### config.mk
export PLATFORM = sky130hd
export DESIGN_NAME = uart_periph
export DESIGN_NICKNAME = d
export VERILOG_FILES = /design/src/rtl/uart_pkg.sv /design/src/rtl/uart_rx_core.sv /design/src/rtl/uart_periph.sv
export SDC_FILE = /design/constraint.sdc
export NUM_CORES = 1
export LEC_CHECK = 0
export ABC_AREA = 1
export CORE_MARGIN = 3
export CORE_UTILIZATION = 35
export CTS_BUF_LIST = sky130_fd_sc_hd__clkbuf_16
export DETAILED_ROUTE_END_ITERATION = 7
export GPL_ROUTABILITY_DRIVEN = 0
export HOLD_SLACK_MARGIN = 0.03
export PLACE_DENSITY = 0.62
export SLEW_MARGIN = 40
export SYNTH_ARGS = -nofsm -noshare
export SYNTH_HDL_FRONTEND = slang
export SYNTH_SLANG_ARGS = --single-unit
### constraint.sdc
create_clock -name clk -period 2.69 [get_ports clk]
set_input_delay 0.538 -clock clk [delete_from_list [all_inputs] [get_ports clk]]
set_output_delay 0.538 -clock clk [all_outputs]
set_load 0.02 [all_outputs]
### src/rtl/uart_pkg.sv
// uart_pkg: UART register addresses, CON bit positions and the FSM state type.
// The TX and RX state machines both use this state type.
package uart_pkg;

  localparam logic [31:0] UART_TXD_ADDR = 32'h4000_0018;
  localparam logic [31:0] UART_RXD_ADDR = 32'h4000_001C;
  localparam logic [31:0] UART_CON_ADDR = 32'h4000_0020;

  localparam int CON_TX_IE    = 0;
  localparam int CON_RX_IE    = 1;
  localparam int CON_TX_DONE  = 2;
  localparam int CON_RX_VALID = 3;
  localparam int CON_TX_BUSY  = 4;
  localparam int CON_OVERRUN  = 5;
  localparam int CON_PAR_ERR  = 6;

  typedef enum logic [2:0] {
    IDLE,
    START,
    DATA,
    PARITY,
    STOP
  } uart_state_t;

endpackage

### src/rtl/uart_rx_core.sv
// uart_rx_core: input synchroniser, mid-bit sampling RX FSM and bit divider.
// Define UART_PARITY_EN to expect an even parity bit before the stop bit.
module uart_rx_core
  import uart_pkg::*;
#(
  parameter int CLK_DIV = 5208
) (
  input  logic       i_clk,
  input  logic       i_reset,
  input  logic       i_rx,
  output logic [7:0] o_byte,
  output logic       o_valid,
  output logic       o_parErr
);

  localparam int            CW       = $clog2(CLK_DIV);
  localparam logic [CW-1:0] DIV_LAST = CW'(CLK_DIV - 1);
  localparam logic [CW-1:0] DIV_HALF = CW'(CLK_DIV / 2 - 1);

  logic          r_sync1;
  logic          r_sync2;
  logic          r_prev;
  uart_state_t   r_state;
  logic [CW-1:0] r_cnt;
  logic [2:0]    r_bit;
  logic [7:0]    r_shift;
  logic [7:0]    r_byte;
  logic          r_valid;
  logic          r_parErr;
`ifdef UART_PARITY_EN
  logic          r_parBit;
`endif

  assign o_byte   = r_byte;
  assign o_valid  = r_valid;
  assign o_parErr = r_parErr;

  always_ff @(posedge i_clk or negedge i_reset) begin
    if (!i_reset) begin
      r_sync1 <= 1'b1;
      r_sync2 <= 1'b1;
      r_prev  <= 1'b1;
    end else begin
      r_sync1 <= i_rx;
      r_sync2 <= r_sync1;
      r_prev  <= r_sync2;
    end
  end

  // START waits half a bit to re-check the line, so later samples land mid-bit.
  always_ff @(posedge i_clk or negedge i_reset) begin
    if (!i_reset) begin
      r_state  <= IDLE;
      r_cnt    <= '0;
      r_bit    <= '0;
      r_shift  <= '0;
      r_byte   <= '0;
      r_valid  <= 1'b0;
      r_parErr <= 1'b0;
`ifdef UART_PARITY_EN
      r_parBit <= 1'b0;
`endif
    end else begin
      r_valid  <= 1'b0;
      r_parErr <= 1'b0;
      case (r_state)
        IDLE: begin
          if (r_prev && !r_sync2) begin
            r_state <= START;
            r_cnt   <= '0;
          end
        end
        START: begin
          if (r_cnt == DIV_HALF) begin
            r_cnt <= '0;
            r_bit <= '0;
            r_state <= r_sync2 ? IDLE : DATA;
          end else begin
            r_cnt <= r_cnt + CW'(1);
          end
        end
        DATA: begin
          if (r_cnt == DIV_LAST) begin
            r_cnt   <= '0;
            r_shift <= {r_sync2, r_shift[7:1]};
            if (r_bit == 3'd7) begin
`ifdef UART_PARITY_EN
              r_state <= PARITY;
`else
              r_state <= STOP;
`endif
            end else begin
              r_bit <= r_bit + 3'd1;
            end
          end else begin
            r_cnt <= r_cnt + CW'(1);
          end
        end
`ifdef UART_PARITY_EN
        PARITY: begin
          if (r_cnt == DIV_LAST) begin
            r_cnt    <= '0;
            r_parBit <= r_sync2;
            r_state  <= STOP;
          end else begin
            r_cnt <= r_cnt + CW'(1);
          end
        end
`endif
        STOP: begin
          if (r_cnt == DIV_LAST) begin
            r_cnt   <= '0;
            r_state <= IDLE;
            if (r_sync2) begin
              r_byte  <= r_shift;
              r_valid <= 1'b1;
`ifdef UART_PARITY_EN
              r_parErr <= (r_parBit != ^r_shift);
`endif
            end
          end else begin
            r_cnt <= r_cnt + CW'(1);
          end
        end
        default: r_state <= IDLE;
      endcase
    end
  end

endmodule

### src/rtl/uart_periph.sv
// uart_periph: memory-mapped UART with TXD/RXD/CON registers, TX FSM and level IRQ.
// Define UART_PARITY_EN to add an even parity bit in both directions.
module uart_periph
  import uart_pkg::*;
#(
  parameter int CLK_DIV = 5208
) (
  input  logic        clk,
  input  logic        reset,
  input  logic        rd,
  input  logic        wr,
  input  logic [31:0] addr,
  input  logic [31:0] wdata,
  output logic [31:0] rdata,
  output logic        irq,
  output logic        tx,
  input  logic        rx
);

  localparam int            CW       = $clog2(CLK_DIV);
  localparam logic [CW-1:0] DIV_LAST = CW'(CLK_DIV - 1);

  uart_state_t   r_txState;
  logic [CW-1:0] r_txCnt;
  logic [2:0]    r_txBit;
  logic [7:0]    r_txShift;
  logic [7:0]    r_txByte;
  logic          r_tx;
  logic          r_txIe;
  logic          r_rxIe;
  logic          r_txDone;
  logic          r_rxValid;
  logic          r_overrun;
  logic          r_parErr;
  logic [7:0]    r_rxByte;

  logic          w_txBusy;
  logic          w_txdWrite;
  logic          w_conWrite;
  logic          w_rxdRead;
  logic          w_conRead;
  logic          w_txFinish;
  logic [7:0]    w_rxByte;
  logic          w_rxValid;
  logic          w_rxParErr;
  logic [31:0]   w_con;
  logic          w_unused;

  assign w_txBusy   = (r_txState != IDLE);
  assign w_txdWrite = wr && (addr == UART_TXD_ADDR) && !w_txBusy;
  assign w_conWrite = wr && (addr == UART_CON_ADDR);
  assign w_rxdRead  = rd && (addr == UART_RXD_ADDR);
  assign w_conRead  = rd && (addr == UART_CON_ADDR);
  assign w_txFinish = (r_txState == STOP) && (r_txCnt == DIV_LAST);
  assign w_unused   = ^wdata[31:8];

  assign tx  = r_tx;
  assign irq = (r_txIe & r_txDone) | (r_rxIe & r_rxValid);

  uart_rx_core #(
    .CLK_DIV (CLK_DIV)
  ) u_rxCore (
    .i_clk    (clk),
    .i_reset  (reset),
    .i_rx     (rx),
    .o_byte   (w_rxByte),
    .o_valid  (w_rxValid),
    .o_parErr (w_rxParErr)
  );

  // Each non-idle state lasts CLK_DIV cycles; tx is registered so it never glitches.
  always_ff @(posedge clk or negedge reset) begin
    if (!reset) begin
      r_txState <= IDLE;
      r_txCnt   <= '0;
      r_txBit   <= '0;
      r_txShift <= '0;
      r_txByte  <= '0;
      r_tx      <= 1'b1;
    end else if (r_txState == IDLE) begin
      if (w_txdWrite) begin
        r_txState <= START;
        r_txCnt   <= '0;
        r_txShift <= wdata[7:0];
        r_txByte  <= wdata[7:0];
        r_tx      <= 1'b0;
      end
    end else if (r_txCnt != DIV_LAST) begin
      r_txCnt <= r_txCnt + CW'(1);
    end else begin
      r_txCnt <= '0;
      case (r_txState)
        START: begin
          r_txState <= DATA;
          r_txBit   <= '0;
          r_tx      <= r_txShift[0];
        end
        DATA: begin
          if (r_txBit == 3'd7) begin
`ifdef UART_PARITY_EN
            r_txState <= PARITY;
            r_tx      <= ^r_txByte;
`else
            r_txState <= STOP;
            r_tx      <= 1'b1;
`endif
          end else begin
            r_txBit   <= r_txBit + 3'd1;
            r_txShift <= r_txShift >> 1;
            r_tx      <= r_txShift[1];
          end
        end
`ifdef UART_PARITY_EN
        PARITY: begin
          r_txState <= STOP;
          r_tx      <= 1'b1;
        end
`endif
        default: begin
          r_txState <= IDLE;
          r_tx      <= 1'b1;
        end
      endcase
    end
  end

  // Clear-on-read is applied first so that a same-cycle set wins.
  always_ff @(posedge clk or negedge reset) begin
    if (!reset) begin
      r_txIe    <= 1'b0;
      r_rxIe    <= 1'b0;
      r_txDone  <= 1'b0;
      r_rxValid <= 1'b0;
      r_overrun <= 1'b0;
      r_parErr  <= 1'b0;
      r_rxByte  <= '0;
    end else begin
      if (w_conWrite) begin
        r_txIe <= wdata[0];
        r_rxIe <= wdata[1];
      end
      if (w_conRead) begin
        r_txDone  <= 1'b0;
        r_overrun <= 1'b0;
        r_parErr  <= 1'b0;
      end
      if (w_rxdRead) begin
        r_rxValid <= 1'b0;
      end
      if (w_txFinish) begin
        r_txDone <= 1'b1;
      end
      if (w_rxValid) begin
        r_rxByte  <= w_rxByte;
        r_rxValid <= 1'b1;
        if (r_rxValid && !w_rxdRead) begin
          r_overrun <= 1'b1;
        end
      end
      if (w_rxParErr) begin
        r_parErr <= 1'b1;
      end
    end
  end

  always_comb begin
    w_con                 = '0;
    w_con[CON_TX_IE]      = r_txIe;
    w_con[CON_RX_IE]      = r_rxIe;
    w_con[CON_TX_DONE]    = r_txDone;
    w_con[CON_RX_VALID]   = r_rxValid;
    w_con[CON_TX_BUSY]    = w_txBusy;
    w_con[CON_OVERRUN]    = r_overrun;
    w_con[CON_PAR_ERR]    = r_parErr;
  end

  always_comb begin
    rdata = '0;
    if (rd) begin
      case (addr)
        UART_TXD_ADDR: rdata = {24'd0, r_txByte};
        UART_RXD_ADDR: rdata = {24'd0, r_rxByte};
        UART_CON_ADDR: rdata = w_con;
        default:       rdata = '0;
      endcase
    end
  end

endmodule

==> results of run 1 <==
-- sequential cells by signal, summed over array words and instances, names as in the netlist --
| register | cells |
|---|---|
| r_txByte | 8 |
| r_rxValid | 1 |
| r_rxByte | 8 |
| r_overrun | 1 |
| u_rxCore.r_cnt | 13 |
| u_rxCore.r_sync2 | 1 |
| u_rxCore.r_sync1 | 1 |
| r_txBit | 3 |
| r_txDone | 1 |
| r_rxIe | 1 |
| u_rxCore.o_valid | 1 |
| r_txShift | 8 |
| u_rxCore.r_bit | 3 |
| u_rxCore.o_byte | 8 |
| u_rxCore.r_state | 3 |
| r_txCnt | 13 |
| r_txIe | 1 |
| u_rxCore.r_prev | 1 |
| u_rxCore.r_shift | 8 |
| tx | 1 |
| r_txState | 3 |
-- cell usage after synthesis, types with 7 or more instances --
cell type,n,area share
nand2_1,190,0.14
o21ai_2,22,0.037
nand4_1,17,0.021
a21oi_1,7,0.0068
o21ai_1,9,0.0087
dfrtp_1,84,0.41
nor2_1,40,0.029
o22ai_1,8,0.0097
nor3_1,10,0.0097
nor2_2,7,0.0085
inv_1,78,0.057
buf_4,26,0.038
o21ai_0,17,0.017
nand3_1,55,0.053
xor2_1,11,0.019
nand2_2,11,0.013
inv_2,14,0.010
-- cell families after synthesis --
kind of cell             synth area share
AO/OA/AOI/OAI                      0.0881
XOR/XNOR                           0.0219
adder cells (fa/ha/maj)            0.0146
buffers and inverters               0.122
flip-flops                          0.428
multiplexers                      0.00194
other                            0.000728
AND/OR/NAND/NOR                     0.322
-- timing repair --
item,4_1_cts,5_1_grt
gates resized for setup,33,22
setup buffers,0,1
setup endpoints to repair,8,8
pin swaps,0,9
hold endpoints to repair,0,0
-- critical path: cells and delay by family --
family | cells | cell delay [ns]
buffers and inverters | 3 | 0.61
AND/OR/NAND/NOR | 8 | 0.92
-- metal layers --
layer	vias up	routed length, um	GRT usage
met1	1867	5400	0.193
met3	4	397	0.0385
met2	62	4930	0.214
li1	2184	-	-
met5	-	0	0
met4	0	53	0.0360
-- power groups by stage --
| stage | sequential, mW | combinational, mW | clock, mW |
|---|---|---|---|
| 6_report | 1.52 | 0.732 | 1.20 |
| 3_3_place_gp | 1.54 | 0.733 | 0 |
| 4_1_cts | 1.52 | 0.738 | 1.25 |
| 3_5_place_dp | 1.54 | 0.735 | 0 |
| 5_1_grt | 1.53 | 0.835 | 1.32 |
| 2_1_floorplan | 1.52 | 0.571 | 0 |
-- stage by stage --
stage / setup TNS, ns / std cells / power [mW] / cell area [um2]
final: 0 / 907 / 3.45 / 6140
after global routing: -0.0189 / 907 / 3.68 / 6140
after CTS: 0 / 906 / 3.50 / 6050
after detailed placement: -3.11 / 890 / 2.28 / 5810
after global placement: -2.98 / 890 / 2.27 / 5810
after floorplan: 0 / 682 / 2.09 / 5240
-- final timing paths --
path                       slack [ns]  depth (start not counted)                 end             start
setup reg to reg                 0.92                          8          r_txCnt[2]        r_txCnt[0]
hold / removal                   0.21                          1  u_rxCore.r_cnt[10]             reset
setup / recovery                 0.08                         11            rdata[2]          addr[20]
hold reg to reg                  0.36                          0    u_rxCore.r_sync2  u_rxCore.r_sync1
min in group clk                 0.36                          0    u_rxCore.r_sync2  u_rxCore.r_sync1
max in group asynchronous        1.84                          2        r_txShift[3]             reset
-- layout make-up --
type	instances	area, um2	area share
clock inverter	7	57.6	0.00938
multi-input combinational	465	2460	0.401
inverter	93	352	0.0573
timing repair buffer	65	611	0.0995
clock buffer	9	225	0.0367
sequential	88	2210	0.360
tap	180	225	0.0367
==> impl_metrics.csv, run 1 <==
group,metric,value,unit
clock_network,path_clk_slew,0.06,ns
pwr,power_frac_seq,0.440,
floorplanning,start_util,0.364,
cells_and_area,fin_util,0.434,
detailed_routing,dr.pass1.iters,5,
detailed_routing,wirelength,10.8,mm
cells_and_area,nets,797,
hold_path,hold_path.class,"input port to async pin",
clock_network,cts_inserted_buffers,9,
timing,drv_slew,0,
timing,max_freq,0.383,GHz
worst_setup_path,cpPeakStageDelay,0.41,ns
cells_and_area,mostFrequentLayoutCells,"nand2_1, dfrtp_1, inv_1, nand3_1, clkdlybuf4s50_1",
floorplanning,core_area,14100,um2
timing,slew_headroom,0.596,
clock_network,cts_tree,"done",
global_routing,grt_max_degree,47,
worst_setup_path,cp-end-kind,"output pin",
floorplanning,dieArea,16200,um2
worst_setup_path,criticalPathCategory,"input port to output pin",
timing,setup_viol,0,
timing,period_needed,2.61,ns
floorplanning,die_h,127,um
worst_setup_path,cpMostUsedCell,"nand2_1",
detailed_routing,postRouteAntennaNets,0,
global_routing,grt.overflow.total,0,
clock_network,cts_hold_buf,0,
worst_setup_path,cp_max_fo,8,
floorplanning,ioPinCount,103,
cells_and_area,fill_cells,1434,
yosys,avgSynthCellArea,7.82,um2
clock_network,clock_latency,0.34,ns
worst_setup_path,crit_chain,"clkdlybuf4s50_1, nor2_2, nand4_4, nor2_8, nand2_2, nand2_1, nand2_1, nand2_4, nand2_1, inv_1, buf_2",
global_routing,grt_pass1_wl,18.3,mm
detailed_routing,drc,0,
yosys,synth_seq_cells,88,
yosys,ys_async_sr_fraction,1.00,
job,maxCapViolCount,0,
status,status,"finished, final reports clean",
detailed_routing,routedWlPerCell,11.9,um
yosys,synth_cells,659,
global_routing,grt_usage,0.139,
worst_setup_path,crit_path_start_kind,"input port",
pwr,ir_worst_vdd,0.487,mV
yosys,netlist-cell-type-count,39,
global_routing,antenna_found_initial,0,
yosys,syn_area,5150,um2
floorplanning,fp-row-count,43,
pwr,swShare,0.311,
clock_network,htree_levels,3,
timing,fin_skew,0.00948,ns
cells_and_area,diodes,0,
yosys,synth_edf_count,0,
detailed_routing,drtIter0Drc,265,
pwr,p_comb_frac,0.212,
clock_network,clock_path_buffers,2,
detailed_routing,routed_via_density,4.54,
timing,hold_violations,0,
detailed_routing,via_count,4117,
placed_design,numPortBuffers,54,
timing,worst_slack,0.0770,ns
timing,holdWs,0.208,ns
timing,worstMarginPinSlew,0.606,ns
placed_design,preCtsSetupSlack,-0.416,ns
worst_setup_path,critPathArrivalTime,2.07,ns
global_routing,grt_pass1_vias,3835,
pwr,p_switching,1.08,mW
clock_network,cts.sink_count,88,
placed_design,dp_hpwl,8.10,mm
pwr,p_per_area,562,nW/um2
floorplanning,die_w,127,um
pwr,p_int,2.38,mW
yosys,ys_seq_area_frac,0.428,
worst_setup_path,slowest_stage,"clkdlybuf4s50_1",
pwr,clkPwrFrac,0.348,
worst_setup_path,cp.required,2.15,ns
yosys,yosys_warnings,0,
cells_and_area,layout_commonest_cell,"nand2_1",
cells_and_area,final_layout_size_suffix_gt1_frac,0.162,
pwr,p_leak,3.06,nW
timing,fin_crit_sh,0.971,
cells_and_area,area_delta_synth_final,19.1,%
yosys,ys.flop_type,"dfrtp_1",
clock_network,root_buffer,"clkbuf_16",
Power figures use the tool's default switching activity.
==> run 2: changes to the inputs <==
- HOLD_SLACK_MARGIN: 0.03 -> 0.06
- TNS_END_PERCENT: default -> 100
==> results of run 2 <==
The final DEF is identical to that of run 1; final timing and power are the same.
==> run 3: changes to the inputs <==
- CORE_UTILIZATION: 35 -> 24
- PLACE_DENSITY: 0.62 -> 0.51
==> impl_metrics.csv, run 3 (synthesis results as in run 1) <==
group,metric,value,unit
status,status,"finished, final reports clean",
pwr,p_leak,3.07,nW
timing,worst_slack,0.101,ns
global_routing,grtUsageMet1,0.135,
detailed_routing,postRouteAntennaNets,0,
detailed_routing,drc,0,
detailed_routing,wirelength,11.4,mm
global_routing,gr-usage-met3,0.0275,
detailed_routing,dr.pass1.iters,6,
placed_design,dp_cells,980,
clock_network,cts_hold_buf,0,
timing,setup_viol,0,
global_routing,grt_usage,0.100,
job,maxCapViolCount,0,
placed_design,numPortBuffers,54,
placed_design,dp_hpwl,8.56,mm
clock_network,cts.sink_count,88,
timing,fin_skew,0.00576,ns
worst_setup_path,cp_max_fo,8,
cells_and_area,nets,796,
timing,hold_violations,0,
worst_setup_path,cp-end-kind,"output pin",
floorplanning,ioPinCount,103,
cells_and_area,multiInputGateArea,2470,um2
floorplanning,start_util,0.249,
cells_and_area,final_layout_size_suffix_gt1_frac,0.171,
placed_design,preCtsSetupSlack,-0.473,ns
global_routing,grt.overflow.total,0,
pwr,ir_worst_vdd,0.340,mV
clock_network,clock_latency,0.34,ns
clock_network,postCtsSetupBuffers,0,
cells_and_area,diodes,0,
timing,period_needed,2.59,ns
worst_setup_path,critPathArrivalTime,2.05,ns
worst_setup_path,criticalPathCategory,"input port to output pin",
clock_network,clock_path_buffers,2,
global_routing,grt_max_degree,54,
global_routing,grt_pass1_wl,19.6,mm
global_routing,met2_usage,0.163,
clock_network,root_buffer,"clkbuf_16",
cells_and_area,fin_cells,996,
global_routing,antenna_found_initial,0,
clock_network,cts_inserted_buffers,9,
clock_network,htree_levels,3,
detailed_routing,routedWlPerCell,11.4,um
clock_network,cts_tree,"done",
cells_and_area,reg_top3,"r_txCnt: 13 flops, u_rxCore.r_cnt: 13 flops",
cells_and_area,final-seq-area,2210,um2
worst_setup_path,crit_path_start_kind,"input port",
floorplanning,fp-row-count,52,
global_routing,grt_pass1_vias,4040,
cells_and_area,mostFrequentLayoutCells,"nand2_1, dfrtp_1, inv_1, nand3_1, clkdlybuf4s50_1",
detailed_routing,via_count,4181,
clock_network,path_clk_slew,0.06,ns
global_routing,busiest_layer,"met2",
floorplanning,die_h,153,um
detailed_routing,routed_via_density,4.20,
timing,drv_slew,0,
timing,fin_crit_sh,0.962,
timing,max_freq,0.386,GHz
pwr,total_power,3.59,mW
pwr,p_per_area,570,nW/um2
detailed_routing,drtIter0Drc,204,
hold_path,hold_path.class,"input port to async pin",
worst_setup_path,cp.required,2.15,ns
floorplanning,core_area,20700,um2
cells_and_area,fill_cells,2203,
cells_and_area,area_delta_synth_final,22.3,%
floorplanning,die_w,153,um
cells_and_area,layout_commonest_cell,"nand2_1",
floorplanning,dieArea,23300,um2
run 3: changes by cell type in the layout (fill, tap and decap cells not counted), sizes merged:
cell and change:
buf -1, bufinv +1, clkinv -1
run 3: where the power goes:
part | leakage, nW | total (mW) | switching (mW) | internal (mW)
Combinational | 1.78 | 0.727 | 0.486 | 0.241
Clock | 0.158 | 1.34 | 0.529 | 0.815
Sequential | 1.13 | 1.52 | 0.0898 | 1.43
Total | 3.07 | 3.59 | 1.11 | 2.49
run 3: repair_timing:
| item | 4_1_cts | 5_1_grt |
|---|---|---|
| gates resized for setup | 34 | 31 |
| setup endpoints to repair | 8 | 8 |
| cloned | 0 | 0 |
| pin swaps | 0 | 5 |
run 3: worst max-delay path: stages:
cell	delay, ns
clkdlybuf4s50_1	0.41
inv_1	0.05
nand2_1	0.05
nor2_2	0.14
nand2_4	0.10
nor2_4	0.15
nand2_2	0.09
inv_4	0.10
nand2_2	0.07
o21ai_0	0.08
and2_4	0.16
buf_6	0.11
run 3: area by class of cell:
| type | instances | area share |
|---|---|---|
| clock buffer | 9 | 0.0357 |
| clock inverter | 7 | 0.0149 |
| inverter | 93 | 0.0558 |
| multi-input combinational | 465 | 0.391 |
| sequential | 88 | 0.350 |
| tap | 270 | 0.0536 |
| timing repair buffer | 64 | 0.0985 |
run 3: path summary, 6_finish.rpt:
check,slack [ns],endpoint,cells after the start,start
worst min-delay path,0.15,r_txCnt[4],1,reset
worst max-delay path,0.10,rdata[6],12,addr[10]
worst min register to register,0.36,u_rxCore.r_sync2,0,u_rxCore.r_sync1
worst max register to register,0.85,r_txCnt[2],8,r_txCnt[0]
max in group asynchronous,1.85,u_rxCore.r_prev,2,reset
min in group clk,0.36,u_rxCore.r_sync2,0,u_rxCore.r_sync1
run 3: through the flow:
stage                util  hold WS, ns  setup TNS [ns]  cell area [um2]
floorplan               -        0.242               0             5240
global placement    0.286        0.346           -3.62             5920
detailed placement  0.286        0.348           -3.48             5920
CTS                 0.300        0.171               0             6210
global route        0.305        0.185         -0.0177             6300
finish              0.305        0.151               0             6300
run 3: layer usage:
layer / part of all wire / up-vias / wire (um)
met5: 0 / - / 0
met4: 0.0092 / 0 / 105
met3: 0.037 / 6 / 419
met2: 0.48 / 59 / 5410
met1: 0.48 / 1941 / 5450
li1: - / 2175 / -
